`config.mk`:
```
export PLATFORM = sky130hd
export DESIGN_NAME = attack_round_fsm_flat
export DESIGN_NICKNAME = d
export VERILOG_FILES = /design/src/rtl/attack_round_fsm_if.sv /design/src/rtl/attack_round_fsm.sv /design/src/flat_wrapper.sv
export SDC_FILE = /design/constraint.sdc
export NUM_CORES = 1
export LEC_CHECK = 0
export CAP_MARGIN = 10
export CORE_MARGIN = 10
export CORE_UTILIZATION = 56
export CTS_CLUSTER_SIZE = 14
export DETAILED_ROUTE_END_ITERATION = 10
export GPL_TIMING_DRIVEN = 0
export PLACE_DENSITY = 0.95
export SETUP_SLACK_MARGIN = 0.05
export SLEW_MARGIN = 20
export SYNTH_ARGS = -nofsm -noshare
export SYNTH_HDL_FRONTEND = slang
export SYNTH_SLANG_ARGS = --single-unit
```
`constraint.sdc`:
```
create_clock -name clk -period 13.2 [get_ports clk]
set_input_delay 2.64 -clock clk [delete_from_list [all_inputs] [get_ports clk]]
set_output_delay 2.64 -clock clk [all_outputs]
set_load 0.005 [all_outputs]
```
`src/rtl/attack_round_fsm_if.sv`:
```
// Attack-round controller bus: map load, coordinate entry and result/status signals.
// The master drives the round inputs; the slave (the controller) drives the status side.
interface attack_round_fsm_if #(
  parameter int COLUNE_SIZE   = 7,
  parameter int TOTAL_COLUNES = 5,
  parameter int COORD_WIDTH   = 3,
  parameter int MAX_ATTACKS   = 15
);
  localparam int DATA_WIDTH = COLUNE_SIZE * TOTAL_COLUNES;
  localparam int CW         = $clog2(DATA_WIDTH + 1);
  localparam int AW         = $clog2(MAX_ATTACKS + 1);

  logic                   start;
  logic [DATA_WIDTH-1:0]  selected_map;
  logic [COORD_WIDTH-1:0] x_coord;
  logic [COORD_WIDTH-1:0] y_coord;
  logic                   confirm_attack;
  logic [DATA_WIDTH-1:0]  matriz_data;
  logic [DATA_WIDTH-1:0]  hit_map;
  logic                   result_valid;
  logic [1:0]             result_code;
  logic [CW-1:0]          hits_count;
  logic [AW-1:0]          attacks_left;
  logic                   round_over;
  logic                   player_won;

  modport master (
    output start, selected_map, x_coord, y_coord, confirm_attack,
    input  matriz_data, hit_map, result_valid, result_code,
           hits_count, attacks_left, round_over, player_won
  );

  modport slave (
    input  start, selected_map, x_coord, y_coord, confirm_attack,
    output matriz_data, hit_map, result_valid, result_code,
           hits_count, attacks_left, round_over, player_won
  );
endinterface

```
`src/rtl/attack_round_fsm.sv`:
```
// Battleship attack-round controller: result 2 cycles after a confirm edge is sampled.
// No backpressure; edges arriving outside ARMED (EVAL, DONE, IDLE) are dropped, not queued.
module attack_round_fsm #(
  parameter int COLUNE_SIZE   = 7,
  parameter int TOTAL_COLUNES = 5,
  parameter int COORD_WIDTH   = 3,
  parameter int MAX_ATTACKS   = 15
) (
  input  logic               clk,
  input  logic               reset,
  attack_round_fsm_if.slave  bus
);
  localparam int DATA_WIDTH = COLUNE_SIZE * TOTAL_COLUNES;
  localparam int CW         = $clog2(DATA_WIDTH + 1);
  localparam int AW         = $clog2(MAX_ATTACKS + 1);
  localparam int IW         = (DATA_WIDTH > 1) ? $clog2(DATA_WIDTH) : 1;

  typedef enum logic [1:0] {IDLE, ARMED, EVAL, DONE} state_t;

  state_t                 state;
  logic [DATA_WIDTH-1:0]  ship_map;
  logic [DATA_WIDTH-1:0]  attacked;
  logic [CW-1:0]          total_ships;
  logic [CW-1:0]          hits_count;
  logic [AW-1:0]          attacks_left;
  logic                   conf_prev;
  logic [COORD_WIDTH-1:0] x_l;
  logic [COORD_WIDTH-1:0] y_l;
  logic                   result_valid;
  logic [1:0]             result_code;
  logic                   round_over;
  logic                   player_won;

  logic                   conf_edge;
  logic                   coord_bad;
  logic [IW-1:0]          idx;
  logic                   is_ship;
  logic                   already_hit;
  logic [CW-1:0]          hits_next;
  logic [AW-1:0]          left_next;
  logic [CW-1:0]          map_pop;

  // idx is only meaningful when coord_bad is low; the out-of-range value is never used.
  always_comb begin
    conf_edge   = bus.confirm_attack & ~conf_prev;
    coord_bad   = (int'(x_l) >= TOTAL_COLUNES) || (int'(y_l) >= COLUNE_SIZE);
    idx         = IW'(int'(x_l) * COLUNE_SIZE + int'(y_l));
    is_ship     = ship_map[idx];
    already_hit = attacked[idx];
    hits_next   = hits_count + CW'(is_ship);
    left_next   = attacks_left - AW'(1);
    map_pop     = CW'($countones(bus.selected_map));
  end

  always_ff @(posedge clk) begin
    if (reset) begin
      state        <= IDLE;
      ship_map     <= '0;
      attacked     <= '0;
      total_ships  <= '0;
      hits_count   <= '0;
      attacks_left <= '0;
      conf_prev    <= 1'b0;
      x_l          <= '0;
      y_l          <= '0;
      result_valid <= 1'b0;
      result_code  <= 2'b00;
      round_over   <= 1'b0;
      player_won   <= 1'b0;
    end else begin
      conf_prev    <= bus.confirm_attack;
      result_valid <= 1'b0;
      if (bus.start) begin
        ship_map     <= bus.selected_map;
        attacked     <= '0;
        hits_count   <= '0;
        attacks_left <= AW'(MAX_ATTACKS);
        total_ships  <= map_pop;
        result_code  <= 2'b00;
        if (map_pop == '0) begin
          state      <= DONE;
          round_over <= 1'b1;
          player_won <= 1'b1;
        end else begin
          state      <= ARMED;
          round_over <= 1'b0;
          player_won <= 1'b0;
        end
      end else begin
        case (state)
          ARMED: begin
            if (conf_edge) begin
              x_l   <= bus.x_coord;
              y_l   <= bus.y_coord;
              state <= EVAL;
            end
          end
          EVAL: begin
            result_valid <= 1'b1;
            state        <= ARMED;
            if (coord_bad) begin
              result_code <= 2'b11;
            end else if (already_hit) begin
              result_code <= 2'b10;
            end else begin
              attacked[idx] <= 1'b1;
              attacks_left  <= left_next;
              hits_count    <= hits_next;
              result_code   <= is_ship ? 2'b01 : 2'b00;
              // A winning final shot outranks running out of attacks.
              if (hits_next == total_ships) begin
                state      <= DONE;
                round_over <= 1'b1;
                player_won <= 1'b1;
              end else if (left_next == '0) begin
                state      <= DONE;
                round_over <= 1'b1;
                player_won <= 1'b0;
              end
            end
          end
          default: ;
        endcase
      end
    end
  end

  assign bus.matriz_data  = attacked;
  assign bus.hit_map      = attacked & ship_map;
  assign bus.result_valid = result_valid;
  assign bus.result_code  = result_code;
  assign bus.hits_count   = hits_count;
  assign bus.attacks_left = attacks_left;
  assign bus.round_over   = round_over;
  assign bus.player_won   = player_won;
endmodule
```
`src/flat_wrapper.sv`:
```
// flat-port wrapper written by rule: the top's interface ports become plain ports
module attack_round_fsm_flat 
#(
  parameter int COLUNE_SIZE   = 7,
  parameter int TOTAL_COLUNES = 5,
  parameter int COORD_WIDTH   = 3,
  parameter int MAX_ATTACKS   = 15
)
  (clk, reset, bus_start, bus_selected_map, bus_x_coord, bus_y_coord, bus_confirm_attack, bus_matriz_data, bus_hit_map, bus_result_valid, bus_result_code, bus_hits_count, bus_attacks_left, bus_round_over, bus_player_won);
  attack_round_fsm_if #(.COLUNE_SIZE(COLUNE_SIZE), .TOTAL_COLUNES(TOTAL_COLUNES), .COORD_WIDTH(COORD_WIDTH), .MAX_ATTACKS(MAX_ATTACKS)) bus_i ();
  input  logic clk;
  input  logic reset;
  input wire logic [$bits(bus_i.start)-1:0] bus_start;
  input wire logic [$bits(bus_i.selected_map)-1:0] bus_selected_map;
  input wire logic [$bits(bus_i.x_coord)-1:0] bus_x_coord;
  input wire logic [$bits(bus_i.y_coord)-1:0] bus_y_coord;
  input wire logic [$bits(bus_i.confirm_attack)-1:0] bus_confirm_attack;
  output wire logic [$bits(bus_i.matriz_data)-1:0] bus_matriz_data;
  output wire logic [$bits(bus_i.hit_map)-1:0] bus_hit_map;
  output wire logic [$bits(bus_i.result_valid)-1:0] bus_result_valid;
  output wire logic [$bits(bus_i.result_code)-1:0] bus_result_code;
  output wire logic [$bits(bus_i.hits_count)-1:0] bus_hits_count;
  output wire logic [$bits(bus_i.attacks_left)-1:0] bus_attacks_left;
  output wire logic [$bits(bus_i.round_over)-1:0] bus_round_over;
  output wire logic [$bits(bus_i.player_won)-1:0] bus_player_won;
  assign bus_i.start = bus_start;
  assign bus_i.selected_map = bus_selected_map;
  assign bus_i.x_coord = bus_x_coord;
  assign bus_i.y_coord = bus_y_coord;
  assign bus_i.confirm_attack = bus_confirm_attack;
  assign bus_matriz_data = bus_i.matriz_data;
  assign bus_hit_map = bus_i.hit_map;
  assign bus_result_valid = bus_i.result_valid;
  assign bus_result_code = bus_i.result_code;
  assign bus_hits_count = bus_i.hits_count;
  assign bus_attacks_left = bus_i.attacks_left;
  assign bus_round_over = bus_i.round_over;
  assign bus_player_won = bus_i.player_won;
  attack_round_fsm #(.COLUNE_SIZE(COLUNE_SIZE), .TOTAL_COLUNES(TOTAL_COLUNES), .COORD_WIDTH(COORD_WIDTH), .MAX_ATTACKS(MAX_ATTACKS)) u_core (.clk(clk), .reset(reset), .bus(bus_i));
endmodule
```
# Yosys cells after proc, flatten, opt, wreduce, memory -nomap -nowiden

Index checks and enable logic that the tools add are counted.

Output and inout bits: 85
Bits in registers: 100
Logic and storage cells: 116
Input port bits: 45

$lt $le $gt $ge: 4
Add/subtract/negate cells: 37
Bitwise logic cells: 7
Equality and inequality tests: 6
Multiplexer cells: 35
Reductions and logical operators: 13
$mul: 1

Operators by type and width:

| cell                  | number |
|---|---|
| $add A6 B6 Y6         | 16 |
| $and A35 B35 Y35      | 1 |
| $or A35 B35 Y35       | 1 |
| $add A1 B1 Y2         | 17 |
| $mux W1               | 18 |
| $mux W2               | 9 |
| $mux W4               | 4 |
| $add A6 B1 Y6         | 2 |
| $bmux W1 S6           | 2 |
| $reduce_and A3 Y1     | 3 |
| $lt A6 B7 Y1 const B  | 1 |
| $add A6 B4 Y6         | 1 |
| $demux W1 S6          | 1 |
| $eq A6 B6 Y1          | 1 |
| $ge A3 B3 Y1 const B  | 2 |
| $ge A6 B1 Y1 const B  | 1 |
| $logic_not A6 Y1      | 1 |
| $mul A3 B3 Y6 const B | 1 |
| $reduce_bool A3 Y1    | 2 |
| $logic_not A4 Y1      | 1 |
| $ne A2 B2 Y1 const B  | 2 |
| $not A1 Y1            | 4 |
| $pmux W2 S2           | 1 |
| $reduce_and A4 Y1     | 1 |
| other kinds (10)      | 10 |

# Depth between registers and ports, before layout

Word-level depth: 11
Depth in mapped cells: 22
Gate-level depth less buffers: 20

# Least setup slack after synthesis

Ideal clock, no wire load.

Kind: input-to-reg
Start: input port bus_selected_map[14]
End: register u_core.state[1]
Path buffers: 0
Stages on the path: 17
Arrival time: 7.767 ns
Data required time: 13.131 ns
Slack: 5.364 ns
Library setup time: 0.069 ns
Cell sequence: ha_1 -> fa_1 -> inv_1 -> fa_1 -> inv_1 -> fa_1 -> fa_1 -> fa_1 -> fa_1 -> ha_1 -> fa_1 -> a21o_1 -> a21oi_1 -> xnor2_1 -> o41ai_1 -> o31ai_1 -> o21ai_1

Word-level cells in the longest chain between the ends: 9

Ends and longest elaborated chain:

| element                                           | line                   | RTL |
|---|---|---|
| from (decl)                                       | flat_wrapper.sv:14     | `input wire logic [$bits(bus_i.selected_map)-1:0] bus_selected_map;` |
| $add A1 B1 Y2 (implied by the code)               | attack_round_fsm.sv:52 | `map_pop = CW'($countones(bus.selected_map));` |
| $add A6 B6 Y6 (implied by the code) (5 in series) | attack_round_fsm.sv:52 |  |
| $logic_not A6 Y1                                  | attack_round_fsm.sv:80 | `if (map_pop == '0) begin` |
| $mux W2                                           | attack_round_fsm.sv:80 |  |
| $mux W2                                           | attack_round_fsm.sv:73 | `if (bus.start) begin` |
| to (signal assigned)                              | attack_round_fsm.sv:57 | `state <= IDLE;` |
| to (signal assigned)                              | attack_round_fsm.sv:81 | `state <= DONE;` |
| to (signal assigned)                              | attack_round_fsm.sv:85 | `state <= ARMED;` |
| to (decl)                                         | attack_round_fsm.sv:20 | `state_t state;` |

Every way passes these cells.
A chain may end at the register's enable or synchronous reset.

# Final worst setup path

Start: input port bus_selected_map[1]
End: register u_core.state[1]

The elaborated chain is that of the path after synthesis.

==> impl_summary.log <==
INFO  metric status = completed
INFO  metric worstReg2RegStart = u_core.x_l[1]
INFO  metric initial_utilization = 0.572
INFO  metric clk_pin_slew = 110 ps
INFO  metric worstPathRequired = 13510 ps
INFO  metric maxCapViolCount = 0
INFO  metric die_area = 0.0157 mm2
INFO  metric maximum_number_of_pins_on_one_net_before_global_route_repair = 21
INFO  metric globalRouteTotalUtil = 0.246
INFO  metric min_period_over_period = 0.662
INFO  metric final_cell_mix = clkdlybuf4s50_1 (128), dfxtp_1 (100), nor2_1 (81)
INFO  metric drt-initial-drc-count = 631
INFO  metric routabilityCongestion = 0.964
INFO  metric synth-warning-count = 0
INFO  metric postRouteWirelength = 19.9 mm
INFO  metric tritoncts_num_sinks = 100
INFO  metric synthesis.area = 0.00620 mm2
INFO  metric final-seq-area = 0.00200 mm2
INFO  metric clockBufferDepth = 2
INFO  metric finalCriticalPeriod = 8740 ps
INFO  metric chipWidth = 125 um
INFO  metric antenna-diode-count = 0
INFO  metric multi_input_area = 0.00382 mm2
INFO  metric cts_tree = built
INFO  metric dr.pass1.iters = 5
INFO  metric route.vias.total = 5619
INFO  metric grt_first_pass_wirelength = 31.9 mm
INFO  metric detail-route-antenna-nets = 0
INFO  metric layout.core_utilization = 0.727
INFO  metric dp_hpwl = 15.6 mm
INFO  metric core.rowCount = 38
INFO  metric ys_ff_latch = 100
INFO  metric end_kind = flop
INFO  metric timing.critical_path.from = bus_selected_map[1]
INFO  metric die_h = 125 um
INFO  metric pwr_density_cell = 155 mW/mm2
INFO  metric core = 0.0108 mm2
INFO  metric finalHoldViolCount = 0
INFO  metric skew = 12.6 ps
INFO  metric port-buffer-count = 128
INFO  metric final_common_cell = clkdlybuf4s50_1
INFO  metric finish.net_count = 891
INFO  metric floorplan.io_pins = 130
INFO  metric setup.reg_to_reg.worst_slack = 7120 ps
INFO  metric finalMaxSlewViolations = 0
INFO  metric synth_async_sr_flop_share = 0
INFO  metric routed_wire_length_per_instance = 21.7 um
INFO  metric setup_repair_after_global_routing_missed_its_margin = false
INFO  metric filler_cell_count = 766
INFO  metric finalSetupTns = 0 ps
INFO  metric insertion_delay = 380 ps
INFO  metric arrival = 9060 ps
INFO  metric critPathLaunchType = primary input
INFO  metric syn2layout_area_growth = 27.1%
INFO  metric cts_setup_buffers = 0
INFO  metric drc = 0
INFO  metric hold_fix_buffer_count_after_cts = 0
INFO  metric worst_ir_drop_vdd = 0.231 mV
INFO  metric number_of_antenna_violations_at_the_first_check_in_global_routing = 0
INFO  metric post_cts.resized_instances = 0
INFO  metric hold_path.class = flop to flop
INFO  metric total_number_of_h_tree_levels = 3
INFO  metric tritoncts.num_buffers = 9
INFO  metric cp_max_fo = 4
INFO  metric netlist_instances = 632
INFO  metric finish_stage_setup_viols = 0
INFO  metric p_leak = 3.42 nW
INFO  metric drive_above_1_share = 0.0619
INFO  metric primary_flip_flop_cell_chosen_by_synthesis_mapping = dfxtp_1
INFO  metric synth_enable_flop_cells = 0
INFO  metric critical_register_to_register_path_endpoint = u_core.bus.player_won
INFO  metric path_class = primary input to flop
INFO  metric viasPerCell = 6.13
INFO  metric cts-root-buf = clkbuf_8
INFO  metric ys_types = 62
INFO  metric slew-limit-headroom = 0.401
INFO  metric overflow = 0
INFO  metric syn-num-nets = 752
INFO  metric worst_setup_path_endpoint = u_core.state[1]
INFO  metric via_count_of_the_first_global_routing_pass = 5918
INFO  metric post_synth.cell_area_avg = 9.81 um2
INFO  metric tightestPinTransition = 887 ps
INFO  metric max_freq = 0.114 GHz
INFO  metric r2r_cells = 18
INFO  metric synth-seq-area-share = 0.323
INFO  metric power.total = 1.23 mW
==> where the power goes <==
part | internal, mW | switching (mW) | total (mW) | leakage, nW
logic | 0.298 | 0.362 | 0.660 | 2.49
registers | 0.322 | 0.0183 | 0.340 | 0.816
clock network | 0.0947 | 0.131 | 0.225 | 0.113
==> cells by family (layout without fill, tap and decap cells) <==
| kind of cell | Yosys count | in the layout | synth area share |
|---|---|---|---|
| AO/OA/AOI/OAI | 93 | 93 | 0.116 |
| XOR/XNOR | 19 | 19 | 0.0280 |
| adder cells (fa/ha/maj) | 75 | 75 | 0.190 |
| buffers and inverters | 87 | 231 | 0.0609 |
| flip-flops | 100 | 100 | 0.323 |
| multiplexers | 71 | 71 | 0.135 |
| AND/OR/NAND/NOR | 187 | 187 | 0.147 |
==> cells in the mapped netlist, types with 5 or more instances <==
library cell | n | share of area
clkbuf_1 | 15 | 0.0091
dfxtp_1 | 100 | 0.32
nand4_1 | 6 | 0.0061
nor3_1 | 8 | 0.0065
mux4_2 | 10 | 0.036
nand3_1 | 16 | 0.013
nor2_1 | 81 | 0.049
mux2i_1 | 59 | 0.095
a21oi_1 | 12 | 0.0097
fa_1 | 32 | 0.10
nand2_1 | 19 | 0.012
and2_1 | 35 | 0.035
inv_1 | 58 | 0.035
o21ai_0 | 9 | 0.0073
xnor2_1 | 15 | 0.021
and3_1 | 6 | 0.0061
o21ai_1 | 5 | 0.0040
ha_1 | 43 | 0.087
o211ai_1 | 5 | 0.0061
a22o_1 | 33 | 0.047
==> worst min path at each step <==
stage	from	to	slack, ps	depth (start not counted)
after floorplan	u_core.bus.matriz_data[32]	u_core.bus.matriz_data[32]	460	2
after global placement	u_core.bus.round_over	u_core.bus.round_over	470	1
after detailed placement	u_core.bus.round_over	u_core.bus.round_over	480	1
after CTS	u_core.bus.round_over	u_core.bus.round_over	500	1
after global routing	u_core.bus.round_over	u_core.bus.round_over	520	1
final	u_core.bus.round_over	u_core.bus.round_over	510	1
==> sequential cells by signal, indices dropped and copies added (netlist names) <==
signal,cells
u_core.conf_prev,1
u_core.bus.player_won,1
u_core.y_l,3
u_core.bus.hits_count,6
u_core.bus.attacks_left,4
u_core.bus.result_code,2
u_core.bus.result_valid,1
u_core.x_l,3
u_core.total_ships,6
u_core.bus.round_over,1
u_core.ship_map,35
u_core.bus.matriz_data,35
u_core.state,2
==> worst max-delay path: stages <==
cell and delay [ps]:
clkdlybuf4s50_1 560, ha_1 190, inv_1 60, fa_1 540, inv_1 60, fa_1 520, fa_1 520, fa_1 520
fa_1 520, fa_1 500, ha_1 240, fa_1 410, a21o_1 200, a21oi_1 160, xnor2_1 140, o41ai_1 850
o31ai_1 230, o21ai_1 190
==> stage by stage <==
step | setup WS [ps] | area [um2] | cells | hold WS (ps)
floorplan | 5360 | 6200 | 632 | 462
global placement | 4310 | 7660 | 900 | 468
detailed placement | 4250 | 7660 | 900 | 478
CTS | 4530 | 7880 | 916 | 503
global route | 4290 | 7880 | 916 | 516
finish | 4460 | 7880 | 916 | 512
==> per-layer routing <==
layer / share of wire / routed length, um / up-vias / track usage
met4: 0.042 / 841 / 0 / 0.0942
li1: - / - / 2463 / -
met1: 0.38 / 7480 / 2661 / 0.291
met5: 0 / 0 / - / 0
met3: 0.11 / 2230 / 81 / 0.0752
met2: 0.47 / 9370 / 414 / 0.411
==> cell type report <==
type | instances | share of cell area
Buffer | 29 | 0.0203
Clock buffer | 9 | 0.0157
Clock inverter | 7 | 0.0130
Inverter | 58 | 0.0276
Multi-Input combinational cell | 445 | 0.485
Sequential cell | 100 | 0.254
Tap cell | 140 | 0.0222
Timing Repair Buffer | 128 | 0.163
Power figures use the tool's default switching activity.
